`src/rtl/rf_write_sched_if.sv`:
```
// Write-port bus between the core/debug/switch side and rf_write_sched.
// master = sources and viewer side; slave = the scheduler.
interface rf_write_sched_if #(
    parameter int NREG = 32,
    parameter int DW   = 32
);
    localparam int AW = $clog2(NREG);

    logic [15:0]   sw_i;
    logic          core_we;
    logic [AW-1:0] core_wa;
    logic [DW-1:0] core_wd;
    logic          dbg_req;
    logic [AW-1:0] dbg_wa;
    logic [DW-1:0] dbg_wd;
    logic          dbg_gnt;
    logic          init_busy;
    logic          rf_we;
    logic [AW-1:0] rf_wa;
    logic [DW-1:0] rf_wd;
    logic [AW-1:0] scan_ra;

    modport master (
        output sw_i, core_we, core_wa, core_wd, dbg_req, dbg_wa, dbg_wd,
        input  dbg_gnt, init_busy, rf_we, rf_wa, rf_wd, scan_ra
    );

    modport slave (
        input  sw_i, core_we, core_wa, core_wd, dbg_req, dbg_wa, dbg_wd,
        output dbg_gnt, init_busy, rf_we, rf_wa, rf_wd, scan_ra
    );
endinterface

```
`src/rtl/rf_write_sched.sv`:
```
// Register-file write-port scheduler: init walk, core writeback, debug writes, freeze and scan address.
// Optional init walk (r[i] = i after reset) enabled by defining RF_INIT_SEQ_EN.
module rf_write_sched #(
    parameter int NREG     = 32,
    parameter int DW       = 32,
    parameter int SCAN_DIV = 16
) (
    input  logic clk,
    input  logic rstn,
    rf_write_sched_if.slave bus
);
    localparam int AW   = $clog2(NREG);
    localparam int DIVW = $clog2(SCAN_DIV);

`ifdef RF_INIT_SEQ_EN
    typedef enum logic [1:0] {S_INIT, S_RUN, S_FROZEN} state_t;
    localparam state_t S_RESET = S_INIT;
`else
    typedef enum logic [1:0] {S_RUN, S_FROZEN} state_t;
    localparam state_t S_RESET = S_RUN;
`endif

    state_t        state, state_nxt;
    logic          sel_we, sel_gnt;
    logic [AW-1:0] sel_wa;
    logic [DW-1:0] sel_wd;
    logic [DIVW-1:0] div_cnt;
    logic          sw_unused;

    assign sw_unused = ^{bus.sw_i[15:3], bus.sw_i[0]};

    always_ff @(posedge clk or negedge rstn) begin
        if (!rstn) state <= S_RESET;
        else       state <= state_nxt;
    end

`ifdef RF_INIT_SEQ_EN
    logic [AW-1:0] walk_cnt;

    always_ff @(posedge clk or negedge rstn) begin
        if (!rstn) begin
            walk_cnt      <= AW'(1);
            bus.init_busy <= 1'b1;
        end else begin
            if (state == S_INIT) walk_cnt <= walk_cnt + AW'(1);
            // Lags the state by one cycle so busy covers the last walk write on the outputs
            bus.init_busy <= (state == S_INIT);
        end
    end
`else
    assign bus.init_busy = 1'b0;
`endif

    always_comb begin
        state_nxt = state;
        case (state)
`ifdef RF_INIT_SEQ_EN
            S_INIT:   if (walk_cnt == AW'(NREG - 1)) state_nxt = S_RUN;
`endif
            S_RUN:    if (bus.sw_i[1])  state_nxt = S_FROZEN;
            S_FROZEN: if (!bus.sw_i[1]) state_nxt = S_RUN;
            default:  state_nxt = S_RESET;
        endcase
    end

    always_comb begin
        sel_we  = 1'b0;
        sel_gnt = 1'b0;
        sel_wa  = '0;
        sel_wd  = '0;
        case (state)
`ifdef RF_INIT_SEQ_EN
            S_INIT: begin
                sel_we = 1'b1;
                sel_wa = walk_cnt;
                sel_wd = DW'(walk_cnt);
            end
`endif
            S_RUN: begin
                // Freeze blocks selection in the very cycle it is sampled; a live grant
                // masks the request so a held dbg_req is not served twice
                if (!bus.sw_i[1]) begin
                    if (bus.core_we) begin
                        sel_we = 1'b1;
                        sel_wa = bus.core_wa;
                        sel_wd = bus.core_wd;
                    end else if (bus.dbg_req && !bus.dbg_gnt) begin
                        sel_we  = 1'b1;
                        sel_gnt = 1'b1;
                        sel_wa  = bus.dbg_wa;
                        sel_wd  = bus.dbg_wd;
                    end
                end
            end
            default: ;
        endcase
    end

    always_ff @(posedge clk or negedge rstn) begin
        if (!rstn) begin
            bus.rf_we   <= 1'b0;
            bus.rf_wa   <= '0;
            bus.rf_wd   <= '0;
            bus.dbg_gnt <= 1'b0;
        end else begin
            bus.rf_we   <= sel_we && (sel_wa != '0);
            bus.rf_wa   <= sel_wa;
            bus.rf_wd   <= sel_wd;
            bus.dbg_gnt <= sel_gnt;
        end
    end

    always_ff @(posedge clk or negedge rstn) begin
        if (!rstn) begin
            div_cnt     <= '0;
            bus.scan_ra <= '0;
        end else if (bus.sw_i[2]) begin
            if (div_cnt == DIVW'(SCAN_DIV - 1)) begin
                div_cnt     <= '0;
                bus.scan_ra <= (bus.scan_ra == AW'(NREG - 1)) ? '0 : bus.scan_ra + AW'(1);
            end else begin
                div_cnt <= div_cnt + DIVW'(1);
            end
        end
    end
endmodule
```
`src/flat_wrapper.sv`:
```
// flat-port wrapper written by rule: the top's interface ports become plain ports
module rf_write_sched_flat 
#(
    parameter int NREG     = 32,
    parameter int DW       = 32,
    parameter int SCAN_DIV = 16
)
  (clk, rstn, bus_sw_i, bus_core_we, bus_core_wa, bus_core_wd, bus_dbg_req, bus_dbg_wa, bus_dbg_wd, bus_dbg_gnt, bus_init_busy, bus_rf_we, bus_rf_wa, bus_rf_wd, bus_scan_ra);
  rf_write_sched_if #(.NREG(NREG), .DW(DW)) bus_i ();
  input  logic clk;
  input  logic rstn;
  input wire logic [$bits(bus_i.sw_i)-1:0] bus_sw_i;
  input wire logic [$bits(bus_i.core_we)-1:0] bus_core_we;
  input wire logic [$bits(bus_i.core_wa)-1:0] bus_core_wa;
  input wire logic [$bits(bus_i.core_wd)-1:0] bus_core_wd;
  input wire logic [$bits(bus_i.dbg_req)-1:0] bus_dbg_req;
  input wire logic [$bits(bus_i.dbg_wa)-1:0] bus_dbg_wa;
  input wire logic [$bits(bus_i.dbg_wd)-1:0] bus_dbg_wd;
  output wire logic [$bits(bus_i.dbg_gnt)-1:0] bus_dbg_gnt;
  output wire logic [$bits(bus_i.init_busy)-1:0] bus_init_busy;
  output wire logic [$bits(bus_i.rf_we)-1:0] bus_rf_we;
  output wire logic [$bits(bus_i.rf_wa)-1:0] bus_rf_wa;
  output wire logic [$bits(bus_i.rf_wd)-1:0] bus_rf_wd;
  output wire logic [$bits(bus_i.scan_ra)-1:0] bus_scan_ra;
  assign bus_i.sw_i = bus_sw_i;
  assign bus_i.core_we = bus_core_we;
  assign bus_i.core_wa = bus_core_wa;
  assign bus_i.core_wd = bus_core_wd;
  assign bus_i.dbg_req = bus_dbg_req;
  assign bus_i.dbg_wa = bus_dbg_wa;
  assign bus_i.dbg_wd = bus_dbg_wd;
  assign bus_dbg_gnt = bus_i.dbg_gnt;
  assign bus_init_busy = bus_i.init_busy;
  assign bus_rf_we = bus_i.rf_we;
  assign bus_rf_wa = bus_i.rf_wa;
  assign bus_rf_wd = bus_i.rf_wd;
  assign bus_scan_ra = bus_i.scan_ra;
  rf_write_sched #(.NREG(NREG), .DW(DW), .SCAN_DIV(SCAN_DIV)) u_core (.clk(clk), .rstn(rstn), .bus(bus_i));
endmodule
```
`config.mk`:
```
export PLATFORM = sky130hd
export DESIGN_NAME = rf_write_sched_flat
export DESIGN_NICKNAME = d
export VERILOG_FILES = /design/src/rtl/rf_write_sched_if.sv /design/src/rtl/rf_write_sched.sv /design/src/flat_wrapper.sv
export SDC_FILE = /design/constraint.sdc
export NUM_CORES = 1
export LEC_CHECK = 0
export CAP_MARGIN = 10
export CORE_ASPECT_RATIO = 1.5
export CORE_MARGIN = 5
export CORE_UTILIZATION = 34
export CTS_CLUSTER_DIAMETER = 100
export DETAILED_ROUTE_END_ITERATION = 12
export PLACE_DENSITY = 0.8
export SYNTH_ARGS = -nofsm -noshare
export SYNTH_HDL_FRONTEND = slang
export SYNTH_SLANG_ARGS = --single-unit
```
`constraint.sdc`:
```
create_clock -name clk -period 1.91 [get_ports clk]
set_input_delay 0.2865 -clock clk [delete_from_list [all_inputs] [get_ports clk]]
set_output_delay 0.2865 -clock clk [all_outputs]
set_load 0.01 [all_outputs]
```
Yosys cells after proc, flatten, opt, wreduce, memory -nomap -nowiden --
Cells that the tools add are included.
Operators by class: equal/unequal tests 5, reductions and logical operators 7, $add $sub $neg 2, multiplexer cells 20
Operators by type and width (count):
- $mux W32 | 4
- $mux W5 | 5
- $mux W1 | 7
- $add A5 B1 Y5 const B | 1
- $eq A5 B5 Y1 const B | 1
- $reduce_bool A5 Y1 | 1
- $add A4 B1 Y4 const B | 1
- $eq A4 B4 Y1 const B | 1
- $mux W2 | 2
- $mux W4 | 1
- $ne A2 B2 Y1 const B | 2
- $pmux W2 S2 | 1
- $reduce_and A2 Y1 | 2
- $eq A2 B1 Y1 const B | 1
- $logic_and A1 B1 Y1 | 2
- $logic_not A2 Y1 | 1
- $logic_not A1 Y1 | 1
Storage, ports and cells: register bits 50, logic and storage cells 41, output and inout bits 45

Logic depth before layout (Yosys ltp) --
Gate-level depths: netlist of run 1.
depth in word-level cells 8, depth in mapped cells 6, mapped depth without buffers 6

Worst setup path after synthesis of run 1 --
No wires, ideal clock.
kind flip-flop to flip-flop, start register u_core.bus.scan_ra[0], end register u_core.bus.scan_ra[2], stages on the path, launching flop included 6, path buffers 0, setup slack 0.241 ns, arrival 1.603 ns, cells stage by stage dfrtp_1 > ha_1 > and3_1 > ha_1 > or4b_1 > nand2_1
Between the ends: word-level cells in the longest chain between the ends 2, elaborated cells between the ends (all ways) 3
Ends and longest elaborated chain:
- start: declaration | RTL line rf_write_sched_if.sv:30 | output dbg_gnt, init_busy, rf_we, rf_wa, rf_wd, scan_ra
- start signal: assignment | RTL line rf_write_sched.sv:120 | bus.scan_ra <= (bus.scan_ra == AW'(NREG - 1)) ? '0 : bus.scan_ra + AW'(1);
- $add A5 B1 Y5 / $eq A5 B5 Y1 (equally long branches) | RTL line rf_write_sched.sv:120
- $mux W5 (*) | RTL line rf_write_sched.sv:120
Mark *: on every way between the ends. The rest lies on a longest branch, timed or not. A chain may end at the register's enable or synchronous reset.

Final worst setup path of run 1 --
Same ends and word-level chain as after synthesis.

==> metrics.md, run 1 <==
| Metric | Value |
|---|---|
| Clk_lat worst skew | 0.29 ns |
| Synth Area in Compound Gates | 20.0% |
| Clk_skew | 0.00716 ns |
| Worst-path cell chain | ha_1, and3_1, ha_1, or4b_1, nand2_1 |
| Post-synth cell types | 30 |
| Area after DPL | 3210 um^2 |
| Cts hold-fix bufs | 1 |
| Yosys Warn Count | 0 |
| Total clock sinks | 49 |
| Synth top area cells | dfrtp_1, a22o_1, ha_1, mux2_2, buf_4 |
| Die Y | 101 um |
| Reg power frac | 48.3% |
| Root Driver | clkbuf_8 |
| Design Area, Final | 3340 um^2 |
| Critical Path RT | 2.15 ns |
| Vias/cell | around 4.7 |
| Diode count | 0 |
| Post-DRT Antenna Nets | 0 |
| Post-synthesis sequential area ratio | 64.7% |
| Core area | approximately 5500 um^2 |
| Top cell by count, worst path | ha_1 |
| Synthesized area per cell | 14.1 um^2 |
| XOR/XNOR Fraction of Synth Area | 0.924% |
| Routability congestion estimate from global placement | 0.751 |
| Delay of the slowest critical-path stage | 0.52 ns |
| Reg area | between 1000 and 1500 um^2 |
| Final nets | between 300 and 400 |
| HPWL after DPL | ~4200 um |
| Largest net degree at the start of global routing | 36 |
| Fmax | 573 MHz |
| Setup tns final | 0 ns |
| Pre-CTS WS | 0.173 ns |
| CP top delay family | simple AND/OR/NAND/NOR gates |
| Flip-flop and latch count after synthesis | 49 |
| Top_reg_cell synth | dfrtp_1 |
| Sw frac | 23.9% |
| Least-Margin Pin Slew | approximately 0.52 ns |
| Pwr/cell area | 767 nW/um^2 |
| Worst Path Buf+Inv | 0 |
| CP max-delay cell | or4b_1 |
| GRT Total Usage | 14.6% |
| Vias in the first global route | 1641 |
| Fraction of registers with async set/reset | 100% |
| Post-synth top area share | 64.7% |
| # DRC | 0 |
| Relative max-transition margin | 65.1% |
| Fin. Hold Viols | 0 |
| Power, Total | roughly 2.6 mW |
| Post-synthesis net count | 231 |
| Fillers | 475 |
| Finish-stage setup viols | 0 |
| Initial antenna violation count | 0 |
| Status | finished clean |
| Via count | approximately 1600 |
| Initial DRC count | 28 |
| Clock power frac | 29.1% |
| Rows | 33 |
| Total CTS buffers | 5 |
| CTS tree | built |
| Max-slew violations | 0 |
| Post-Syn Area | 1900 um^2 |
| Multi-input combinational cell area | 596 um^2 |
| Setup WS post-layout | 0.166 ns |
| Initial cell density of the core | 34.8% |
| Switching power | roughly 0.6 mW |
| Logic pwr share | a little under a quarter |
| Max-cap violation count | 0 |
| Worst EP arrival | roughly 2.0 ns |
| First-pass GRT wire length | 8050 um |
| CTS max path bufs | 2 |
| Kind of end point of the critical path | register |
| Critical Path Start Type | register |
| Area growth from synthesis to layout | 76.0% |
| Post-Synth Adder-Cell Area | 1.98% |
| Post-Syn Instances | 134 |
| Critical path type | register to register |
| Post-synth top cells | dfrtp_1, a22o_1, o21ai_0 |
| Minimum clock period | 1.74 ns |
| Top Ports | between 100 and 150 |
| Multiplexer area fraction after synthesis | 1.78% |
| Die X | 71.0 um |
| Synth Area in Simple Gates | 6.27% |
| Unrepaired setup endpoints after global routing | false |
| # resized after CTS | 0 |
| Dominant cell type by area after synthesis | dfrtp_1 |
| Hold Path Class | primary input to async pin |
| Crit share post-route | 91.3% |
| EDFF count, synth | 0 |
| DR WL/cell | 15.6 um |
| Hold slack | 0.489 ns |
| Gr ovfl total | 0 |
| Die ar. | 7200 um^2 |
| Port bufs | 123 |
| Count leader, synth | dfrtp_1 |
| Clock transition at path regs | ~0.090 ns |
| VDD IR max | 0.400 mV |
| Crit Path Max Fanout | 5 |
| Share of cells above drive strength 1 | around 8% |
| Total wire length | 5170 um |
| H-tree levels | 2 |
| Setup bufs post-CTS | 0 |
| Main combinational cell family by area after synthesis | compound AO/OA/AOI/OAI gates |
| 1st-pass router iterations | 4 |
| Static Leak | roughly 1.5 nW |
| Internal power | 1.95 mW |
[flip-flops by register name (all words and copies together) (netlist names)]
name / flops
u_core.bus.dbg_gnt: 1
u_core.bus.rf_wa: 5
u_core.bus.rf_wd: 32
u_core.bus.rf_we: 1
u_core.bus.scan_ra: 5
u_core.div_cnt: 4
u_core.state: 1
[stage by stage]
step                      util (%)  std cells
after global placement        58.9        322
after CTS                     61.2        331
after global routing          61.2        331
after detailed placement      58.9        322
final                         61.2        331
after floorplan                  -        134
[cell families after synthesis]
family / Yosys count
AOI/OAI and AO/OA: 46
xor gates and xnor gates: 2
adders and majority gates: 3
buffers and inverters: 12
DFF: 49
muxes: 3
other: 1
and+or+nand+nor: 18
[area by class of cell]
type | count | share of cell area, %
Timing Repair Buffer | 130 | 39.2
Sequential cell | 49 | 36.8
Multi-Input combinational cell | 73 | 17.9
Tap cell | 70 | 2.63
Clock buffer | 7 | 2.59
Clock inverter | 1 | 0.900
Inverter | 1 | 0.113
[final timing paths]
path	start	endpoint	slack (ns)	cells after the start
max in group asynchronous	rstn	u_core.bus.rf_wd[9]	0.89	3
min reg2reg	u_core.bus.scan_ra[3]	u_core.bus.scan_ra[3]	0.52	1
max reg2reg	u_core.bus.scan_ra[0]	u_core.bus.scan_ra[2]	0.17	5
min	rstn	u_core.div_cnt[2]	0.49	2
min in group clk	bus_sw_i[1]	u_core.state[0]	0.51	1
max	u_core.bus.scan_ra[0]	u_core.bus.scan_ra[2]	0.17	5
[power by group through the flow]
stage	Clock, mW	Sequential [mW]	Combinational (mW)
2_1_floorplan	0	1.27	0.205
3_3_place_gp	0	1.25	0.565
3_5_place_dp	0	1.26	0.585
6_report	0.745	1.24	0.578
5_1_grt	0.809	1.25	0.631
4_1_cts	0.774	1.24	0.588
[per-layer routing]
| metal | wire length (um) | share of wire (%) | up-vias | track usage (%) |
|---|---|---|---|---|
| li1 | - | - | 750 | - |
| met3 | 337 | 6.5 | 5 | 4.07 |
| met2 | 2830 | 55 | 62 | 26.3 |
| met5 | 0 | 0 | - | 0 |
| met4 | 87 | 1.7 | 0 | 5.64 |
| met1 | 1920 | 37 | 741 | 16.2 |
[cells in the final DEF (no fill, tap or decap)]
master | Yosys | final
a21o_2 | 1 | 1
a21oi_1 | 1 | 1
a22o_1 | 37 | 37
a22oi_1 | 1 | 1
and2_2 | 1 | 1
and3_1 | 1 | 1
buf_12 | 0 | 2
buf_2 | 3 | 1
buf_4 | 4 | 4
bufinv_16 | 0 | 1
clkbuf_1 | 2 | 1
clkbuf_8 | 0 | 6
clkdlybuf4s50_1 | 0 | 122
conb_1 | 1 | 1
dfrtp_1 | 49 | 49
dlygate4sd3_1 | 0 | 1
ha_1 | 3 | 3
inv_1 | 1 | 1
mux2_2 | 3 | 3
nand2_1 | 4 | 4
nand3_1 | 1 | 1
nand4_1 | 1 | 1
nand4_4 | 1 | 1
nor2_1 | 2 | 2
nor2b_1 | 1 | 1
nor3_1 | 1 | 1
nor3b_2 | 0 | 1
nor4_1 | 1 | 1
o21ai_0 | 5 | 5
o41ai_1 | 1 | 1
or4_1 | 2 | 2
or4b_1 | 1 | 1
xnor2_1 | 1 | 1
xor2_1 | 1 | 1
Note: power is estimated with default switching activity, not from simulation.
==> run 2, diff against run 1 <==
--- a/config.mk
+++ b/config.mk
@@ -15,3 +15,4 @@
 export SYNTH_ARGS = -nofsm -noshare
 export SYNTH_HDL_FRONTEND = slang
 export SYNTH_SLANG_ARGS = --single-unit
+export TNS_END_PERCENT = 50
==> results of run 2 <==
Final layout, timing and power as in run 1 (identical DEF).
==> run 3, diff against run 2 <==
--- a/config.mk
+++ b/config.mk
@@ -9,9 +9,11 @@
 export CORE_ASPECT_RATIO = 1.5
 export CORE_MARGIN = 5
 export CORE_UTILIZATION = 34
-export CTS_CLUSTER_DIAMETER = 100
+export CTS_CLUSTER_DIAMETER = 40
+export CTS_CLUSTER_SIZE = 20
 export DETAILED_ROUTE_END_ITERATION = 12
 export PLACE_DENSITY = 0.8
+export SLEW_MARGIN = 10
 export SYNTH_ARGS = -nofsm -noshare
 export SYNTH_HDL_FRONTEND = slang
 export SYNTH_SLANG_ARGS = --single-unit
==> results of run 3 <==
Final layout, timing and power as in run 1 (identical DEF).
